`src/rtl/uart_tx_frame.sv`:
```
// uart_tx_frame: UART transmitter that serialises one byte per frame.
// Frame layout on tx_out: start (0), data bits 0..7 (LSB first),
// optional parity, then 1 or 2 stop bits (1). Every bit is held for
// CLK_DIV system clocks, counted by an internal divider, so no external
// baud tick is needed. A new byte is accepted from tx_start whenever the
// transmitter is idle, including the cycle in which tx_done pulses, which
// lets frames run back-to-back without an idle bit between them.

module uart_tx_frame #(
  parameter int CLK_DIV    = 16,  // system clocks per serial bit, 2..65535
  parameter int PARITY_EN  = 0,   // 1 inserts a parity bit after data bit 7
  parameter int PARITY_ODD = 0,   // parity sense: 0 = even, 1 = odd
  parameter int STOP_BITS  = 1    // number of stop bits, 1 or 2
) (
  input  logic       clk,
  input  logic       rst_n,
  input  logic       tx_start,
  input  logic [7:0] data_in,
  output logic       tx_out,
  output logic       tx_busy,
  output logic       tx_done
);

  // Last divider count of a bit; the bit (or state) advances on this count.
  localparam logic [15:0] DIV_LAST  = 16'(CLK_DIV - 1);
  // Index of the final stop bit, counted on the shared bit counter.
  localparam logic [2:0]  STOP_LAST = 3'(STOP_BITS - 1);
  // Parity sense folded into a single bit for the XOR below.
  localparam logic        ODD_BIT   = (PARITY_ODD != 0);
  localparam bit          HAS_PAR   = (PARITY_EN != 0);

  typedef enum logic [2:0] {
    S_IDLE,
    S_START,
    S_DATA,
    S_PARITY,
    S_STOP
  } state_t;

  state_t      r_state;
  logic [15:0] r_div;      // clocks elapsed within the current bit
  logic [2:0]  r_bit_cnt;  // data bit index in DATA, stop bit index in STOP
  logic [7:0]  r_shift;    // bits still to be sent, LSB goes out next
  logic [7:0]  r_data;     // untouched copy of the accepted byte, for parity
  logic        r_tx;
  logic        r_busy;
  logic        r_done;

  logic        w_bit_end;
  logic        w_parity;

  // End of the current bit period.
  assign w_bit_end = (r_div == DIV_LAST);

  // Parity comes from the latched byte so later data_in changes cannot leak in.
  assign w_parity  = (^r_data) ^ ODD_BIT;

  // Frame sequencer: state, divider, bit counter, shifter and all outputs.
  // NOTE: every register here uses <= so all of them update together from
  // the values seen before the edge; a blocking = would let later lines in
  // this block see half-updated state and change the hardware inferred.
  always_ff @(posedge clk) begin
    // NOTE: reset is synchronous, so it lives inside the clocked block and
    // only acts at an edge; it is deliberately not in the sensitivity list.
    if (!rst_n) begin
      r_state   <= S_IDLE;
      r_div     <= '0;
      r_bit_cnt <= '0;
      r_shift   <= '0;
      r_data    <= '0;
      r_tx      <= 1'b1;
      r_busy    <= 1'b0;
      r_done    <= 1'b0;
    end else begin
      // tx_done is a single-cycle pulse; only the last stop bit raises it.
      r_done <= 1'b0;

      case (r_state)
        S_IDLE: begin
          r_tx  <= 1'b1;
          r_div <= '0;
          if (tx_start) begin
            r_shift   <= data_in;
            r_data    <= data_in;
            r_bit_cnt <= '0;
            r_tx      <= 1'b0;
            r_busy    <= 1'b1;
            r_state   <= S_START;
          end else begin
            r_busy <= 1'b0;
          end
        end

        S_START: begin
          if (w_bit_end) begin
            r_div     <= '0;
            r_bit_cnt <= '0;
            r_tx      <= r_shift[0];
            r_shift   <= {1'b0, r_shift[7:1]};
            r_state   <= S_DATA;
          end else begin
            r_div <= r_div + 16'd1;
          end
        end

        S_DATA: begin
          if (w_bit_end) begin
            r_div <= '0;
            if (r_bit_cnt == 3'd7) begin
              r_bit_cnt <= '0;
              if (HAS_PAR) begin
                r_tx    <= w_parity;
                r_state <= S_PARITY;
              end else begin
                r_tx    <= 1'b1;
                r_state <= S_STOP;
              end
            end else begin
              r_bit_cnt <= r_bit_cnt + 3'd1;
              r_tx      <= r_shift[0];
              r_shift   <= {1'b0, r_shift[7:1]};
            end
          end else begin
            r_div <= r_div + 16'd1;
          end
        end

        S_PARITY: begin
          if (w_bit_end) begin
            r_div     <= '0;
            r_bit_cnt <= '0;
            r_tx      <= 1'b1;
            r_state   <= S_STOP;
          end else begin
            r_div <= r_div + 16'd1;
          end
        end

        S_STOP: begin
          r_tx <= 1'b1;
          if (w_bit_end) begin
            r_div <= '0;
            if (r_bit_cnt == STOP_LAST) begin
              r_bit_cnt <= '0;
              r_busy    <= 1'b0;
              r_done    <= 1'b1;
              r_state   <= S_IDLE;
            end else begin
              r_bit_cnt <= r_bit_cnt + 3'd1;
            end
          end else begin
            r_div <= r_div + 16'd1;
          end
        end

        default: begin
          r_state <= S_IDLE;
          r_tx    <= 1'b1;
          r_busy  <= 1'b0;
          r_div   <= '0;
        end
      endcase
    end
  end

  assign tx_out  = r_tx;
  assign tx_busy = r_busy;
  assign tx_done = r_done;

endmodule

```
`config.mk`:
```
export PLATFORM = sky130hd
export DESIGN_NAME = uart_tx_frame
export DESIGN_NICKNAME = d
export VERILOG_FILES = /design/src/rtl/uart_tx_frame.sv
export SDC_FILE = /design/constraint.sdc
export NUM_CORES = 1
export LEC_CHECK = 0
export ABC_AREA = 1
export ABC_CLOCK_PERIOD_IN_PS = 1350
export CORE_MARGIN = 2
export CORE_UTILIZATION = 52
export DETAILED_ROUTE_END_ITERATION = 10
export PLACE_DENSITY = 0.75
export SLEW_MARGIN = 20
export SYNTH_ARGS = -nofsm -noshare
export SYNTH_HDL_FRONTEND = slang
export SYNTH_SLANG_ARGS = --single-unit
```
`constraint.sdc`:
```
create_clock -name clk -period 1.35 [get_ports clk]
set_input_delay 0.27 -clock clk [delete_from_list [all_inputs] [get_ports clk]]
set_output_delay 0.27 -clock clk [all_outputs]
set_load 0.005 [all_outputs]
```
==> flow_summary.json <==
{
  "dp_hpwl_um": 2988,
  "path_class": "reg -> reg",
  "grt_pass1_vias": 1743,
  "yosysTopAreaCell": "dfxtp_1",
  "drive_gt1_frac": 0.3815,
  "grt_usage": 0.2437,
  "antenna_found_initial": 0,
  "cp_max_fo": 8,
  "start_util": 0.5367,
  "reg2reg_from": "r_state[1]",
  "post-route-drc-count": 0,
  "layout_setup_ws_ns": -0.09604,
  "dp.cells": 354,
  "fin_worst_skew_ns": 0.01319,
  "synth.cell_area_um2": 1777,
  "vias": 1921,
  "yosysSeqAreaShare": 0.3718,
  "row_count": 21,
  "startpoint": "r_state[1]",
  "wirelength_um": 5038,
  "synthTopCellsByArea": "dfxtp_1 37%, nand2_1 15%, nor2_1 8.9%",
  "die_y_um": 62.45,
  "r2r_cells": 9,
  "ir_drop_mv": 0.9925,
  "hold_viol_final": 0,
  "clockBufferDepth": 2,
  "globalplace.congestion": 0.8751,
  "synth.top_cell.area_share": 0.3718,
  "grt_pass1_wl_um": 7569,
  "dieArea_um2": 3900,
  "grt-ovfl-total": 0,
  "cts.clk_slew.worst_paths_ns": 0.10,
  "pwr_density_cell_nw_per_um2": 1579,
  "period_minus_slack_ns": 1.446,
  "cts_buffers": 5,
  "nNetsFinal": 339,
  "htreeDepth": 2,
  "max-cap-violations": 0,
  "ys.warnings.count": 0,
  "hold_class": "reg -> reg",
  "ctsHoldBuffers": 0,
  "crit_required_ns": 1.60,
  "endpoint": "r_shift[2]",
  "violations": "setup timing",
  "detail-route-antenna-nets": 0,
  "syn_avg_cell_area_um2": 6.730,
  "num_antenna_cells": 0,
  "detailedPlace.worstSlack_ns": -0.1550,
  "rrSetupSlack_ns": -0.1,
  "relSlewSlack": 0.8072,
  "period_share": 1.071,
  "drv_slew": 0,
  "cts_tree": "built",
  "leakagePower_nw": 1.166,
  "port_buffers": 13,
  "syn2layout_area_growth_pct": 51.76,
  "tightest_slew_ns": 0.2872,
  "die_w_um": 62.45,
  "core_um2": 3311,
  "synthesis.nets": 279,
  "fin_util": 0.8144,
  "setup_viol": 22,
  "rsz0062_at_grt": "true",
  "clock_tree.root_cell": "clkbuf_4",
  "yosysUniqueCellTypes": 28,
  "status": "complete, but fails checks",
  "wl_per_cell_um": 13.58,
  "via_per_inst": 5.178,
  "end_kind": "register",
  "grt_max_degree": 18,
  "synth_cells": 264,
  "io_pins": 14,
  "ys_ff_latch": 33,
  "arrival_ns": 1.69,
  "clk_latency_ns": 0.35,
  "cts_sinks": 33,
  "drt_iter0_drc": 97,
  "first_pass_iters": 5,
  "worstReg2RegEnd": "r_shift[2]",
  "crit_path_start_kind": "register",
  "clock.fmax_mhz": 691.5,
  "final.setup.tns_ns": -1.224,
  "final_cells": 371
}
## report_power, final
group | switching [W] | internal [W] | leakage [nW]
Sequential | 0.000110 | 0.00115 | 0.274
Combinational | 0.00122 | 0.000987 | 0.847
Clock | 0.000356 | 0.000442 | 0.0455
Total | 0.00168 | 0.00258 | 1.17
## worst min path at each step
stage | to | depth (start not counted) | slack, ns | start
after global routing | r_shift[7] | 2 | 0.53 | r_shift[7]
after CTS | r_shift[1] | 2 | 0.50 | r_shift[1]
final | r_shift[1] | 2 | 0.50 | r_shift[1]
after global placement | r_shift[0] | 2 | 0.46 | r_shift[0]
after floorplan | r_state[0] | 2 | 0.39 | rst_n
after detailed placement | r_shift[2] | 2 | 0.48 | r_shift[2]
## cells by family (layout without fill, tap and decap cells)
family | Yosys count | count (layout) | share of synthesized area
AOI/OAI and AO/OA | 21 | 21 | 0.06127
xor gates and xnor gates | 2 | 2 | 0.009861
adders and majority gates | 4 | 4 | 0.02817
buffers and inverters | 31 | 92 | 0.07887
and+or+nand+nor | 173 | 173 | 0.4500
DFF | 33 | 33 | 0.3718
## flip-flops by register name (all words and copies together) (netlist names)
register   count
r_div         16
r_shift        8
r_bit_cnt      3
r_state        3
tx_busy        1
tx_done        1
tx_out         1
## synth_stat cells, drive strengths merged
cell / instances
dfxtp: 33
nand3: 29
xnor2: 1
xor2: 1
nand2: 77
o21ai: 4
buf: 4
and3: 1
nor3: 5
nor2: 44
nand3b: 9
a21oi: 17
nor3b: 4
nor4: 1
or2: 1
clkbuf: 1
nand4: 2
ha: 4
inv: 26
## metrics by stage
| stage | hold slack [ns] | cell area (µm²) | total power [W] |
|---|---|---|---|
| 6_report | 0.5015 | 2696 | 0.004258 |
| 5_1_grt | 0.5328 | 2696 | 0.004533 |
| 3_5_place_dp | 0.4765 | 2245 | 0.002863 |
| 2_1_floorplan | 0.3904 | 1819 | 0.002422 |
| 4_1_cts | 0.5021 | 2466 | 0.003751 |
| 3_3_place_gp | 0.4611 | 2245 | 0.002830 |
## placed cells by master (no fill, tap or decap), types with 4 or more instances in the layout
master and count:
nor2_1 33, nand2_4 7, buf_6 5, clkbuf_4 5
clkdlybuf4s50_1 10, nand2_1 62, dfxtp_1 22, a21oi_1 9
dfxtp_2 10, inv_1 20, inv_2 4, nand2_2 8
ha_4 4, buf_4 37, a21oi_2 8, nand3b_1 9
nor2_2 7, nand3_2 8, nor2_4 4, nand3_1 18
## per-layer routing
metal / global-route usage / vias to the layer above / share of wire
met5: 0 / - / 0
li1: - / 964 / -
met2: 0.4194 / 61 / 0.50
met4: 0.07778 / 0 / 0.020
met3: 0.06306 / 11 / 0.044
met1: 0.2971 / 885 / 0.43
## what timing repair did
action | CTS | global route
gates cloned | 0 | 2
pin swaps | 12 | 19
setup endpoints to repair | 34 | 33
resized for setup | 37 | 42
buffers inserted | 1 | 6
## final cells by class
cell class	count	area (µm²)
multi-input combinational	200	1244
sequential	33	676.9
fill	222	614.3
timing repair buffer	58	530.5
inverter	26	102.6
tap	46	57.56
clock buffer	7	55.05
clock inverter	1	30.03
## critical path: stages, from the launching register on
cell       delay (ns)
dfxtp_2          0.36
inv_2            0.07
nor2_2           0.11
nand2_2          0.11
nor2_4           0.14
nor3_4           0.04
buf_6            0.14
clkbuf_16        0.16
a21oi_1          0.15
nor2_1           0.06
(Power assumes the default switching activity.)
